### config.mk
export PLATFORM = sky130hd
export DESIGN_NAME = fetch_queue_unit_flat
export DESIGN_NICKNAME = d
export VERILOG_FILES = /design/src/rtl/fetch_pkg.sv /design/src/rtl/fetch_queue_unit_if.sv /design/src/rtl/fetch_fifo.sv /design/src/rtl/fetch_queue_unit.sv /design/src/flat_wrapper.sv
export SDC_FILE = /design/constraint.sdc
export NUM_CORES = 1
export LEC_CHECK = 0
export ABC_CLOCK_PERIOD_IN_PS = 4200
export CAP_MARGIN = 20
export CORE_MARGIN = 1
export CORE_UTILIZATION = 58
export CTS_BUF_LIST = sky130_fd_sc_hd__clkbuf_4 sky130_fd_sc_hd__clkbuf_8
export CTS_CLUSTER_SIZE = 25
export DETAILED_ROUTE_END_ITERATION = 10
export HOLD_SLACK_MARGIN = 0.06
export PLACE_DENSITY = 0.87
export SYNTH_ARGS = -nofsm -noshare
export SYNTH_HDL_FRONTEND = slang
export SYNTH_SLANG_ARGS = --single-unit
### constraint.sdc
create_clock -name clk -period 4.2 [get_ports clk]
set_clock_uncertainty 0.15 [all_clocks]
set_input_delay 0.63 -clock clk [delete_from_list [all_inputs] [get_ports clk]]
set_output_delay 0.63 -clock clk [all_outputs]
set_load 0.01 [all_outputs]
### src/rtl/fetch_pkg.sv
// Shared fetch/decode constants: instruction width, opcode and funct field
// positions, and the sequential PC step. Decode imports the same constants.
// Also holds a saturating adder used by the optional performance counters.
package fetch_pkg;

  localparam int unsigned INSTR_W    = 32;
  localparam int unsigned OPCODE_MSB = 31;
  localparam int unsigned OPCODE_LSB = 26;
  localparam int unsigned FUNCT_MSB  = 5;
  localparam int unsigned FUNCT_LSB  = 0;
  localparam int unsigned PC_STEP    = 4;

  function automatic logic [31:0] sat_add32(input logic [31:0] a, input logic [31:0] b);
    logic [32:0] sum;
    sum = {1'b0, a} + {1'b0, b};
    return sum[32] ? '1 : sum[31:0];
  endfunction

endpackage

### src/rtl/fetch_queue_unit_if.sv
// Fetch stage bus bundle: instruction-memory request (valid/ready),
// instruction-memory response (valid only, in order), branch/jump redirect
// pulse, and the decode-side valid/ready handshake with instr/pc/fields.
//   master : the fetch unit
//   slave  : memory + decode + branch resolution (the environment)
interface fetch_queue_unit_if
  import fetch_pkg::*;
#(
  parameter int unsigned AW = 32
);

  logic                           imem_req_valid;
  logic                           imem_req_ready;
  logic [AW-1:0]                  imem_req_addr;
  logic                           imem_rsp_valid;
  logic [INSTR_W-1:0]             imem_rsp_data;
  logic                           redirect_valid;
  logic [AW-1:0]                  redirect_pc;
  logic                           dec_valid;
  logic                           dec_ready;
  logic [INSTR_W-1:0]             dec_instr;
  logic [AW-1:0]                  dec_pc;
  logic [OPCODE_MSB-OPCODE_LSB:0] dec_opcode;
  logic [FUNCT_MSB-FUNCT_LSB:0]   dec_funct;

  modport master (
    output imem_req_valid, imem_req_addr,
    input  imem_req_ready,
    input  imem_rsp_valid, imem_rsp_data,
    input  redirect_valid, redirect_pc,
    output dec_valid, dec_instr, dec_pc, dec_opcode, dec_funct,
    input  dec_ready
  );

  modport slave (
    input  imem_req_valid, imem_req_addr,
    output imem_req_ready,
    output imem_rsp_valid, imem_rsp_data,
    output redirect_valid, redirect_pc,
    input  dec_valid, dec_instr, dec_pc, dec_opcode, dec_funct,
    output dec_ready
  );

endinterface

### src/rtl/fetch_fifo.sv
// Generic synchronous FIFO with fall-through head (head_data is read
// combinationally from storage). Pointers carry an extra wrap bit so that
// full and empty are distinguishable; DEPTH must be a power of two >= 2.
//   clk, reset           : rising-edge clock, synchronous active-high reset
//   push, push_data      : write; accepted when not full or when popping
//   pop                  : read; ignored when empty
//   flush                : discard all entries (wins over push/pop)
//   head_data            : oldest entry
//   count, full, empty   : occupancy status
module fetch_fifo #(
  parameter int unsigned DEPTH = 4,
  parameter int unsigned WIDTH = 32
) (
  input  logic                       clk,
  input  logic                       reset,
  input  logic                       push,
  input  logic [WIDTH-1:0]           push_data,
  input  logic                       pop,
  input  logic                       flush,
  output logic [WIDTH-1:0]           head_data,
  output logic [$clog2(DEPTH):0]     count,
  output logic                       full,
  output logic                       empty
);

  localparam int unsigned IW = $clog2(DEPTH);

  logic [WIDTH-1:0] mem [DEPTH];
  logic [IW:0]      wr_ptr;
  logic [IW:0]      rd_ptr;
  logic             do_push;
  logic             do_pop;

  assign count     = wr_ptr - rd_ptr;
  assign empty     = (count == '0);
  assign full      = (count == (IW+1)'(DEPTH));
  assign do_pop    = pop && !empty;
  assign do_push   = push && (!full || do_pop);
  assign head_data = mem[rd_ptr[IW-1:0]];

  always_ff @(posedge clk) begin
    if (reset || flush) begin
      wr_ptr <= '0;
      rd_ptr <= '0;
    end else begin
      if (do_push) wr_ptr <= wr_ptr + 1'b1;
      if (do_pop)  rd_ptr <= rd_ptr + 1'b1;
    end
  end

  always_ff @(posedge clk) begin
    if (do_push && !flush && !reset) mem[wr_ptr[IW-1:0]] <= push_data;
  end

  overflow_chk: assert property (@(posedge clk) disable iff (reset || flush)
    !(push && full && !pop));

endmodule

### src/rtl/fetch_queue_unit.sv
// Instruction fetch stage feeding decode. Owns the PC, issues word reads to
// instruction memory under a credit rule (in-flight + buffered < DEPTH),
// buffers returned words with their PCs and presents them to decode.
// A redirect flushes the buffer, retargets the PC and marks every
// outstanding response stale so it is dropped on arrival.
//   clk, reset : rising-edge clock, synchronous active-high reset
//   bus        : fetch_queue_unit_if.master (imem req/rsp, redirect, decode)
// Optional build macro FETCH_PERF_CNT_EN adds saturating counters:
//   perf_fetched : instructions popped by decode
//   perf_stall   : cycles decode was ready but nothing valid
//   perf_flushed : words discarded (flushed entries + stale responses)
module fetch_queue_unit
  import fetch_pkg::*;
#(
  parameter int unsigned   DEPTH    = 4,
  parameter int unsigned   AW       = 32,
  parameter logic [AW-1:0] RESET_PC = '0
) (
  input  logic               clk,
  input  logic               reset,
  fetch_queue_unit_if.master bus
`ifdef FETCH_PERF_CNT_EN
  ,
  output logic [31:0]        perf_fetched,
  output logic [31:0]        perf_stall,
  output logic [31:0]        perf_flushed
`endif
);

  localparam int unsigned    CW      = $clog2(DEPTH) + 1;
  localparam logic [CW:0]    DEPTH_C = (CW+1)'(DEPTH);

  logic [AW-1:0]         fetch_pc;
  logic [CW-1:0]         drop_cnt;
  logic [CW-1:0]         inflight;
  logic [CW-1:0]         fifo_count;
  logic [CW:0]           occupancy;
  logic                  req_fire;
  logic                  rsp_drop;
  logic                  push;
  logic                  pop;
  logic                  fifo_full;
  logic                  fifo_empty;
  logic                  pcq_full;
  logic                  pcq_empty;
  logic [AW-1:0]         rsp_pc;
  logic [INSTR_W+AW-1:0] fifo_head;
  logic [INSTR_W-1:0]    head_instr;

  assign occupancy          = {1'b0, inflight} + {1'b0, fifo_count};
  assign bus.imem_req_valid = !reset && !bus.redirect_valid && (occupancy < DEPTH_C);
  assign bus.imem_req_addr  = fetch_pc;
  assign req_fire           = bus.imem_req_valid && bus.imem_req_ready;

  // A response landing in the redirect cycle is already stale.
  assign rsp_drop = bus.redirect_valid || (drop_cnt != '0);
  assign push     = bus.imem_rsp_valid && !rsp_drop;
  assign pop      = bus.dec_valid && bus.dec_ready;

  always_ff @(posedge clk) begin
    if (reset) begin
      fetch_pc <= RESET_PC;
    end else if (bus.redirect_valid) begin
      fetch_pc <= {bus.redirect_pc[AW-1:2], 2'b00};
    end else if (req_fire) begin
      fetch_pc <= fetch_pc + AW'(PC_STEP);
    end
  end

  // Stale responses stay counted in inflight until they arrive, so a
  // redirect makes every outstanding response stale by setting drop_cnt
  // to inflight (minus the one arriving now); this stays exact when a
  // second redirect lands while earlier stale responses are pending.
  always_ff @(posedge clk) begin
    if (reset) begin
      drop_cnt <= '0;
    end else if (bus.redirect_valid) begin
      drop_cnt <= inflight - CW'(bus.imem_rsp_valid);
    end else if (bus.imem_rsp_valid && (drop_cnt != '0)) begin
      drop_cnt <= drop_cnt - 1'b1;
    end
  end

  // Issue-order PC queue: one entry per outstanding request, retired by
  // every response (kept or dropped), so its occupancy is the in-flight
  // count and its head is the PC of the arriving response.
  fetch_fifo #(
    .DEPTH (DEPTH),
    .WIDTH (AW)
  ) u_pc_fifo (
    .clk       (clk),
    .reset     (reset),
    .push      (req_fire),
    .push_data (fetch_pc),
    .pop       (bus.imem_rsp_valid),
    .flush     (1'b0),
    .head_data (rsp_pc),
    .count     (inflight),
    .full      (pcq_full),
    .empty     (pcq_empty)
  );

  fetch_fifo #(
    .DEPTH (DEPTH),
    .WIDTH (INSTR_W + AW)
  ) u_instr_fifo (
    .clk       (clk),
    .reset     (reset),
    .push      (push),
    .push_data ({bus.imem_rsp_data, rsp_pc}),
    .pop       (pop),
    .flush     (bus.redirect_valid),
    .head_data (fifo_head),
    .count     (fifo_count),
    .full      (fifo_full),
    .empty     (fifo_empty)
  );

  assign head_instr     = fifo_head[AW +: INSTR_W];
  assign bus.dec_valid  = !reset && !fifo_empty && !bus.redirect_valid;
  assign bus.dec_instr  = head_instr;
  assign bus.dec_pc     = fifo_head[AW-1:0];
  assign bus.dec_opcode = head_instr[OPCODE_MSB:OPCODE_LSB];
  assign bus.dec_funct  = head_instr[FUNCT_MSB:FUNCT_LSB];

  rsp_without_req: assert property (@(posedge clk) disable iff (reset)
    !(bus.imem_rsp_valid && pcq_empty));
  req_over_credit: assert property (@(posedge clk) disable iff (reset)
    !(req_fire && pcq_full));
  buffer_overflow: assert property (@(posedge clk) disable iff (reset)
    !(push && fifo_full && !pop));

`ifdef FETCH_PERF_CNT_EN
  logic [31:0] flush_inc;

  always_comb begin
    flush_inc = '0;
    if (bus.redirect_valid) flush_inc = 32'(fifo_count);
    if (bus.imem_rsp_valid && rsp_drop) flush_inc = flush_inc + 32'd1;
  end

  always_ff @(posedge clk) begin
    if (reset) begin
      perf_fetched <= '0;
      perf_stall   <= '0;
      perf_flushed <= '0;
    end else begin
      if (pop) perf_fetched <= sat_add32(perf_fetched, 32'd1);
      if (bus.dec_ready && !bus.dec_valid) perf_stall <= sat_add32(perf_stall, 32'd1);
      perf_flushed <= sat_add32(perf_flushed, flush_inc);
    end
  end
`endif

endmodule
### src/flat_wrapper.sv
// flat-port wrapper written by rule: the top's interface ports become plain ports
module fetch_queue_unit_flat import fetch_pkg::*;
#(
  parameter int unsigned   DEPTH    = 4,
  parameter int unsigned   AW       = 32,
  parameter logic [AW-1:0] RESET_PC = '0
)
  (clk, reset, bus_imem_req_valid, bus_imem_req_addr, bus_imem_req_ready, bus_imem_rsp_valid, bus_imem_rsp_data, bus_redirect_valid, bus_redirect_pc, bus_dec_valid, bus_dec_instr, bus_dec_pc, bus_dec_opcode, bus_dec_funct, bus_dec_ready);
  fetch_queue_unit_if #(.AW(AW)) bus_i ();
  input  logic clk;
  input  logic reset;
  output wire logic [$bits(bus_i.imem_req_valid)-1:0] bus_imem_req_valid;
  output wire logic [$bits(bus_i.imem_req_addr)-1:0] bus_imem_req_addr;
  input wire logic [$bits(bus_i.imem_req_ready)-1:0] bus_imem_req_ready;
  input wire logic [$bits(bus_i.imem_rsp_valid)-1:0] bus_imem_rsp_valid;
  input wire logic [$bits(bus_i.imem_rsp_data)-1:0] bus_imem_rsp_data;
  input wire logic [$bits(bus_i.redirect_valid)-1:0] bus_redirect_valid;
  input wire logic [$bits(bus_i.redirect_pc)-1:0] bus_redirect_pc;
  output wire logic [$bits(bus_i.dec_valid)-1:0] bus_dec_valid;
  output wire logic [$bits(bus_i.dec_instr)-1:0] bus_dec_instr;
  output wire logic [$bits(bus_i.dec_pc)-1:0] bus_dec_pc;
  output wire logic [$bits(bus_i.dec_opcode)-1:0] bus_dec_opcode;
  output wire logic [$bits(bus_i.dec_funct)-1:0] bus_dec_funct;
  input wire logic [$bits(bus_i.dec_ready)-1:0] bus_dec_ready;
  assign bus_imem_req_valid = bus_i.imem_req_valid;
  assign bus_imem_req_addr = bus_i.imem_req_addr;
  assign bus_i.imem_req_ready = bus_imem_req_ready;
  assign bus_i.imem_rsp_valid = bus_imem_rsp_valid;
  assign bus_i.imem_rsp_data = bus_imem_rsp_data;
  assign bus_i.redirect_valid = bus_redirect_valid;
  assign bus_i.redirect_pc = bus_redirect_pc;
  assign bus_dec_valid = bus_i.dec_valid;
  assign bus_dec_instr = bus_i.dec_instr;
  assign bus_dec_pc = bus_i.dec_pc;
  assign bus_dec_opcode = bus_i.dec_opcode;
  assign bus_dec_funct = bus_i.dec_funct;
  assign bus_i.dec_ready = bus_dec_ready;
  fetch_queue_unit #(.DEPTH(DEPTH), .AW(AW), .RESET_PC(RESET_PC)) u_core (.clk(clk), .reset(reset), .bus(bus_i));
endmodule
Yosys cells after proc, flatten, opt, wreduce, memory -nomap -nowiden
Memories as Yosys holds them, arrays and structs flattened. A register that Yosys moved wholly into a read port is not among the register bits.
Cells that the tools add are included.
- register bits after elaboration: 47
- memories: 2
- RAM bits: 384
- logic and storage cells: 66
- input port bits: 70
- output and inout port bits: 110
- memories (name ; words ; bits a word ; rd ports ; clocked after memory_dff ; wr ports ; RTL line ; RTL):
    u_core.u_instr_fifo.mem ; 4 ; 64 ; 1 ; 1 ; 1 ; fetch_fifo.sv:28 ; logic [WIDTH-1:0] mem [DEPTH];
    u_core.u_pc_fifo.mem ; 4 ; 32 ; 1 ; 1 ; 1 ; fetch_fifo.sv:28 ;
- reduce and logical (&&, ||, !) cells: 32
- equal/unequal tests: 2
- magnitude comparators: 1
- add/sub/neg operators: 10
- muxes and demuxes: 12
- operator list (kind ; number):
    2-to-1 mux 32 bit ; 2
    adder 32 x 3 -> 32 bit, second input constant ; 1
    logical AND 1 bit ; 15
    adder 3 x 1 -> 3 bit, second input constant ; 4
    2-to-1 mux 2 bit ; 4
    zero test 1 bit ; 7
    equality test 3 bit, second input constant ; 2
    zero test 3 bit ; 2
    2-to-1 mux 3 bit ; 2
    subtractor 3 bit ; 2
    adder 3 x 3 -> 4 bit ; 1
    logical OR 1 bit ; 4
    < comparator 4 x 3 -> 1 bit, second input constant ; 1
    2-to-1 mux 1 bit ; 4
    nonzero test 2 bit ; 2
    nonzero test 3 bit ; 1
    subtractor 3 x 1 -> 3 bit ; 1
    subtractor 3 x 1 -> 3 bit, second input constant ; 1
    OR reduction 2 bit ; 1

Depth between registers and ports, before layout
Gate-level depths: netlist of run 1.
- depth in word-level cells: 13
- mapped depth: 14

Modules after synthesis
A second synthesis of run 1 with hierarchy kept.
- cells, all modules: 898
- area, all modules: 17072.6 um2
- modules (own cells, without submodules) (module ; times used ; area each (um2) ; seq. area each (um2) ; cells an instance):
    fetch_fifo at u_core.u_instr_fifo ; 1 ; 9746.8 ; 7847.5 ; 392
    fetch_fifo at u_core.u_pc_fifo ; 1 ; 5136.2 ; 4003.8 ; 225
    fetch_queue_unit ; 1 ; 2189.6 ; 660.6 ; 281

Worst setup path after synthesis of run 1
No wires, ideal clock.
- path type: register -> register
- start: register u_core.u_pc_fifo.wr_ptr[0]
- end: memory u_core.u_pc_fifo.mem[6][10] (netlist: u_core.u_pc_fifo.mem[3][10]) (enable)
- clock period less this slack: 3.778 ns
- arrival time: 3.237 ns
- slack: 0.422 ns
- cell stages (with the launch flop): 12
- path buffers: 0
- data required time: 3.659 ns
- cell sequence: dfxtp_1 -> inv_1 -> ha_1 -> inv_1 -> fa_1 -> xor2_1 -> xnor2_1 -> ha_1 -> nor2_1 -> nand4_1 -> a21oi_1 -> and2_1
- longest elaborated chain between the ends: 9
- ends and longest elaborated chain (item ; RTL line ; RTL):
    start: declaration ; fetch_fifo.sv:29 ; logic [IW:0] wr_ptr;
    start signal: assignment ; fetch_fifo.sv:46 ; if (do_push) wr_ptr <= wr_ptr + 1'b1;
    subtractor 3 bit ; fetch_fifo.sv:34 ; assign count = wr_ptr - rd_ptr;
    adder 3 x 3 -> 4 bit or zero test 3 bit (tied branches) ; fetch_queue_unit.sv:50, fetch_fifo.sv:35 ;
    < comparator 4 x 3 -> 1 bit or zero test 1 bit (tied branches) ; fetch_queue_unit.sv:51, fetch_fifo.sv:37 ;
    logical AND 1 bit, on equally long branches ; fetch_queue_unit.sv:51, fetch_fifo.sv:37 ;
    logical AND 1 bit or logical OR 1 bit (tied branches) ; fetch_queue_unit.sv:53, fetch_fifo.sv:38 ;
    logical AND 1 bit ; fetch_fifo.sv:38 ; assign do_push = push && (!full || do_pop);
    logical AND 1 bit ; fetch_fifo.sv:52 ; if (do_push && !flush && !reset) mem[wr_ptr[IW-1:0]] <= push_data;
    2-to-1 mux 1 bit ; fetch_fifo.sv:52 ;
    2-to-1 mux 1 bit (not written as such) ; fetch_fifo.sv:52 ;
    end: declaration ; fetch_fifo.sv:28 ;
Parallel ways exist; a longest one is shown, timed or not.

Worst setup path in the final report of run 1
- start: register u_core.u_pc_fifo.wr_ptr[0]
- end: output bus_imem_req_valid
- longest elaborated chain between the ends: 4
- ends and longest elaborated chain (item ; RTL line ; RTL):
    subtractor 3 bit ; fetch_fifo.sv:34 ;
    adder 3 x 3 -> 4 bit ; fetch_queue_unit.sv:50 ; assign occupancy = {1'b0, inflight} + {1'b0, fifo_count};
    < comparator 4 x 3 -> 1 bit ; fetch_queue_unit.sv:51 ; assign bus.imem_req_valid = !reset && !bus.redirect_valid && (occupancy < DEPTH_C);
    logical AND 1 bit ; fetch_queue_unit.sv:51 ;
    end: declaration ; flat_wrapper.sv:12 ; output wire logic [$bits(bus_i.imem_req_valid)-1:0] bus_imem_req_valid;
No other way between the ends.

==> key figures, run 1 <==
STA
  • Tcrit/Tclk final: 95.3%
  • WHS: 0.266 ns
  • Setup TNS: 0 ns
  • RSZ-0062 raised after global routing: no
  • Endpoints failing hold: 0
  • Final WS setup: 0.198 ns
  • Max-slew violation count: 0
  • Number of setup violations in the final report: 0
  • Max frequency: 0.250 GHz
  • Worst Tran Pin Value: 0.863 ns
  • Min Tclk post-route: 4.00 ns
  • Worst slew margin: 42.4%

Worst setup path
  • FF-to-FF setup slack: 0.47 ns
  • CP max stage cell: clkdlybuf4s50_1
  • Buf+Inv Stages, Crit Path: 3
  • Worst EP arrival: 3.22 ns
  • CP top delay family: adder cells
  • Worst Path Required: 3.42 ns
  • Setup crit start kind: flip-flop
  • Type of destination of the critical path: primary output
  • Crit Path Max Fanout: 5
  • Crit path largest cell delay: 0.53 ns
  • WS Path Type: flip-flop to primary output
  • Crit-path cells: inv_1 > ha_1 > inv_1 > fa_1 > xor2_1 > xnor2_2 > ha_1 > nor2_1 > and3_1 > clkdlybuf4s50_1

Power
  • Pwr dens: 459 nW/µm²
  • Leak: 6.29 nW
  • Max VDD drop: 273 µV

CTS
  • # clock sinks: 417
  • CTS Hold Bufs: 0
  • Post-CTS Resized: 0
  • Num CTS Buffers: 60
  • Post-CTS Setup Inserts: 0
  • Clock-pin slew on the worst setup and hold paths: 0.07 ns
  • CTS tree: built
  • Htree depth: 2
  • Clk_lat worst skew: 0.60 ns
  • CTS root buffer: clkbuf_8
  • Max Root-Sink Buffers: 3

Routing
  • Via-to-Cell Ratio: 5.92
  • Drt wl/cell: 21.5 µm
  • DRT Pass-1 Iters: 6
  • First DRT Iteration DRCs: 958
  • Vias: 8736
  • Routed wire length: 31.7 mm
  • ANT nets after route: 0
  • DRC: 0

Floorplanning
  • Starting Density: 59.8%
  • Die area: 28800 µm²
  • # rows: 60
  • Die Wd: 170 µm
  • Num ports: 180
  • Die Y: 170 µm
  • Core ar.: 27300 µm²

Yosys
  • Unique masters post-synth: 59
  • Synth Flop Type: edfxtp_1
  • Syn Inst Count: 855
  • Synth top area cells: edfxtp_1 (68%), mux4_2 (13%), dfxtp_1 (6.0%), ha_1 (1.5%), a21oi_1 (0.77%)
  • Part of the Yosys area used for sequential elements: 73.8%
  • Post-Syn Area: 16300 µm²
  • Yosys top cell by area: edfxtp_1
  • Mean Syn Cell Area: 19.1 µm²
  • Post-synth EDFFs: 368
  • Synth top area share: 67.8%
  • Register bit total from synthesis: 417
  • FFs w/ async S/R, synth: 0%
  • Synth warnings: 0

Cells and area
  • Multi-input logic area: 3910 µm²
  • Layout overhead on the synthesized area: 20.3%
  • Fillers: 1637
  • Share of layout cells above drive strength 1: 20.3%
  • Post-route cell area: 19600 µm²
  • Final net count: 1146
  • # diodes: 0
  • Sequential cell area: 12000 µm²

Placed design
  • GPL Wtd Cong: 0.859
  • Number of port buffers: 173
  • Pre-CTS WS: 0.398 ns
  • Dpl hpwl: 19.1 mm
  • Post-DP Area: 18400 µm²

GRT
  • First-pass GRT wire length: 48.6 mm
  • Antenna violations before repair: 0
  • Overflow left after global routing: 0
  • GRT Util Overall: 22.4%
  • Largest net degree at the start of global routing: 63
  • Vias in the first global route: 8759

Min path
  • Hold Path Class: input pin to flip-flop

Status
  • Status: finished, final reports clean

Job
  • Max-cap violations: 0
logic make-up after synthesis:
| family | count (synthesis) | synth area share [%] |
|---|---|---|
| compound gates | 83 | 3.32 |
| xor+xnor | 19 | 1.11 |
| fa+ha+maj | 21 | 1.70 |
| buf+inv | 79 | 2.34 |
| flops | 417 | 73.8 |
| mux | 98 | 13.1 |
| other cells | 1 | 0.0230 |
| simple gates | 137 | 4.60 |
metrics by stage:
stage          utilization, %  instances  total power, W
2_1_floorplan               -        858         0.00563
3_3_place_gp             67.7       1365         0.00601
3_5_place_dp             67.7       1365         0.00606
4_1_cts                  71.9       1476         0.00908
5_1_grt                  72.0       1476         0.00934
6_report                 72.0       1476         0.00901
registers in the layout, indices dropped and copies added, names as in the netlist, named ones only:
name / cells
u_core.drop_cnt: 3
u_core.u_pc_fifo.mem: 120
u_core.u_instr_fifo.mem: 248
u_core.bus.imem_req_addr: 30
u_core.u_instr_fifo.wr_ptr: 3
u_core.u_instr_fifo.rd_ptr: 3
u_core.u_pc_fifo.wr_ptr: 3
u_core.u_pc_fifo.rd_ptr: 3
layout make-up:
cell class	count	share of cell area, %
clock buffers	87	5.37
clock inverters	24	0.536
inverters	25	0.478
multi-input cells	362	19.9
flip-flops and latches	417	61.4
well taps	372	2.37
repair buffers	189	9.93
Yosys cell counts (3+ instances only):
master	n
o21ai_0	13
edfxtp_1	368
a21oi_1	25
and2_1	9
xnor2_1	11
inv_1	25
dfxtp_1	49
nand2b_1	5
clkbuf_1	21
nand3_1	17
and3_1	4
nor3b_1	4
or4_1	3
buf_4	16
nor2_1	33
nor3_1	7
a211oi_1	4
nand4_1	14
a31oi_1	6
a22oi_1	6
nor2b_1	4
mux4_2	92
mux2i_1	4
xor2_1	7
nand2_1	21
o21a_1	5
o211ai_1	3
buf_2	14
nor4_1	3
ha_1	19
a32oi_1	3
path summary, 6_finish.rpt:
check	from	endpoint	cells after the start
hold / removal	bus_redirect_valid	u_core.drop_cnt[1]	3
setup / recovery	u_core.u_pc_fifo.wr_ptr[0]	bus_imem_req_valid	10
setup reg to reg	u_core.u_pc_fifo.wr_ptr[0]	u_core.u_pc_fifo.mem[2][5]	12
hold reg to reg	u_core.u_pc_fifo.wr_ptr[2]	u_core.u_pc_fifo.wr_ptr[2]	1
layout by cell type, fill, tap and decap left out, types with 5 or more instances in the layout:
cell type	count
o21ai_0	13
nand3_1	17
clkbuf_4	23
clkdlybuf4s50_1	172
edfxtp_1	368
o21a_1	5
clkinv_1	16
dfxtp_1	45
nor3_1	7
nor2_1	33
clkinv_2	6
a21oi_1	25
ha_1	19
inv_1	25
nand2_1	21
xor2_1	7
a31oi_1	6
nand4_1	14
a22oi_1	6
mux4_2	92
buf_4	8
xnor2_1	10
buf_12	8
clkbuf_8	64
nand2b_1	5
and2_1	5
per-layer routing:
| layer | routed length, µm | track usage [%] | part of all wire [%] |
|---|---|---|---|
| met3 | 2480 | 3.73 | 7.8 |
| met4 | 844 | 8.46 | 2.7 |
| met1 | 12900 | 30.9 | 41 |
| met5 | 0 | 0 | 0 |
| met2 | 15500 | 36.4 | 49 |
worst min-delay path: cells and delay by family:
family	cells	cell delay, ns
compound gates	1	0.05
simple gates	1	0.10
buf+inv	1	0.18
report_power, final:
group          switching (W)  internal [W]
Sequential          0.000162       0.00477
Combinational       0.000496      0.000548
Clock                0.00143       0.00160
Total                0.00208       0.00692
(Power assumes the default switching activity.)
==> run 2: changes to the inputs <==
Settings changed: ABC_CLOCK_PERIOD_IN_PS 4200 to 4400, CAP_MARGIN 20 to default, SLEW_MARGIN from default to 40.
Clock period 4.2 ns to 4.4 ns, I/O delays scaled along.
==> run 2 against run 1 <==
Net effect: first-iteration DRC count fell by 3.3%; register-to-register slack gained 0.16 ns; cell count is 0.47% higher; die area is the same; clock-buffer cell count fell by 1; clock power grew 3%; via count rose by 0.55%; cell area grew 0.86%; worst setup slack gained 0.12 ns; utilization increased by 0.62 points; global-route usage grew 0.089 points; critical path type unchanged; critical endpoint unchanged.
==> key figures, run 2 (synthesis gave the netlist of run 1 again) <==
Cells and area
  • Commonest non-fill, non-tap cells in the layout: edfxtp_1 (368), clkdlybuf4s50_1 (172), mux4_2 (92)
  • Layout overhead on the synthesized area: 21.4%
  • Max FFs per register: 248
  • Final net count: 1152
  • Share of layout cells above drive strength 1: 20.9%
  • # diodes: 0
  • Most common cell after layout, fill and taps aside: edfxtp_1
  • Fillers: 1583

STA
  • Endpoints failing hold: 0
  • Max frequency: 0.245 GHz
  • Tcrit/Tclk final: 92.8%
  • Worst slew margin: 50.4%
  • RSZ-0062 raised after global routing: no
  • Min Tclk post-route: 4.08 ns
  • Number of setup violations in the final report: 0
  • Setup TNS: 0 ns
  • Worst Tran Pin Value: 0.738 ns
  • Max-slew violation count: 0

Worst setup path
  • CP top delay family: adder cells
  • Worst Path Required: 3.59 ns
  • CP max stage cell: clkdlybuf4s50_1
  • Type of destination of the critical path: primary output
  • Worst R2R Start: u_core.u_pc_fifo.wr_ptr[0]
  • Crit path launch: u_core.u_pc_fifo.wr_ptr[0]
  • Crit-path cells: inv_1 > ha_1 > inv_1 > fa_1 > xor2_1 > xnor2_2 > ha_1 > nor2_1 > and3_1 > clkdlybuf4s50_1
  • Crit Path Max Fanout: 5
  • R2R Path End: u_core.u_pc_fifo.mem[2][16]
  • R2r worst-path depth: 12
  • Worst EP arrival: 3.27 ns
  • FF-to-FF setup slack: 0.63 ns
  • Setup crit start kind: flip-flop
  • Buf+Inv Stages, Crit Path: 3
  • WS Path Type: flip-flop to primary output
  • Crit path largest cell delay: 0.53 ns

Floorplanning
  • Die Y: 170 µm
  • Die Wd: 170 µm
  • Starting Density: 59.8%
  • # rows: 60
  • Core ar.: 27300 µm²
  • Die area: 28800 µm²
  • Num ports: 180

GRT
  • Largest net degree at the start of global routing: 63
  • First-pass GRT wire length: 49.1 mm
  • GRT Util Overall: 22.5%
  • Overflow left after global routing: 0
  • Vias in the first global route: 8991
  • Antenna violations before repair: 0

Placed design
  • Dpl hpwl: 20.1 mm
  • Number of port buffers: 173
  • GPL Wtd Cong: 0.859

Routing
  • DRC: 0
  • Vias: 8784
  • Drt wl/cell: 21.4 µm
  • First DRT Iteration DRCs: 926
  • Via-to-Cell Ratio: 5.92
  • DRT Pass-1 Iters: 7
  • ANT nets after route: 0
  • Routed wire length: 31.7 mm

Min path
  • HP Start: bus_redirect_valid
  • Hold Path Depth: 2
  • Worst Hold End: u_core.drop_cnt[0]
  • Hold Path Class: input pin to flip-flop

CTS
  • Clk_lat worst skew: 0.61 ns
  • CTS root buffer: clkbuf_8
  • Clock-pin slew on the worst setup and hold paths: 0.07 ns
  • Htree depth: 2
  • Num CTS Buffers: 61
  • # clock sinks: 417
  • Max Root-Sink Buffers: 3
  • CTS tree: built
  • CTS Hold Bufs: 0

Power
  • Sequential power share: 53.4%
  • Net Sw Power: 0.00203 W
  • Sw Share: 23.0%
  • Max VDD drop: 297 µV
  • Internal: 0.00679 W
  • Leak: 6.36 nW
  • Power, Total: 0.00882 W
  • Clock share of power: 35.2%
  • Part of the power in combinational logic: 11.4%
  • Pwr dens: 446 nW/µm²

Job
  • Max-cap violations: 0

Status
  • Status: finished, final reports clean
run 2: cell count changes in the layout (fill, tap and decap cells not counted), sizes merged:
cell	previous run	this run
buf	17	22
bufinv	0	3
inv	25	27
clkinv	22	20
clkbuf	87	86
run 2: metal layers:
metal	vias up	part of all wire [%]	GRT usage [%]
met5	-	0	0
met4	0	3.0	9.01
met3	79	7.5	3.99
met2	466	49	36.2
met1	4382	41	31.1
li1	3857	-	-
run 2: worst max path at each step:
stage                                       end  slack [ns]  cells after the start
CTS                          bus_imem_req_valid        0.16                     10
finish                       bus_imem_req_valid        0.32                     10
global route                 bus_imem_req_valid        0.06                     10
floorplan           u_core.u_pc_fifo.mem[3][10]        0.62                     11
global placement    u_core.u_pc_fifo.mem[2][12]        0.68                     12
detailed placement  u_core.u_pc_fifo.mem[2][31]        0.57                     12
run 2: final cells by class:
type	count	area [µm²]	share of cell area [%]
sequential	417	12000	60.9
multi-input combinational	362	3910	19.8
timing repair buffer	194	2020	10.2
clock buffer	86	1050	5.29
tap	372	465	2.35
clock inverter	27	204	1.03
inverter	25	93.8	0.474
run 2: power groups by stage:
stage,clock network [W],logic (W),registers (W)
final,0.00311,0.00100,0.00471
after global routing,0.00335,0.00108,0.00473
after CTS,0.00317,0.00101,0.00471
after detailed placement,0,0.00100,0.00479
after global placement,0,0.000960,0.00478
after floorplan,0,0.000672,0.00470
run 2: timing repair:
action / 4_1_cts / 5_1_grt
gates resized for setup: 0 / 1
buffers inserted: 0 / 0
endpoints found under the setup margin: 0 / 1
run 2: through the flow:
step | area [µm²] | hold slack [ns] | util, % | cells | worst slack [ns]
finish | 19800 | 0.289 | 72.6 | 1483 | 0.317
global placement | 18500 | 0.330 | 68.0 | 1370 | 0.682
global route | 19800 | 0.277 | 72.6 | 1483 | 0.0572
CTS | 19800 | 0.259 | 72.6 | 1483 | 0.162
detailed placement | 18500 | 0.340 | 68.0 | 1370 | 0.570
floorplan | 16300 | 0.305 | - | 858 | 0.622
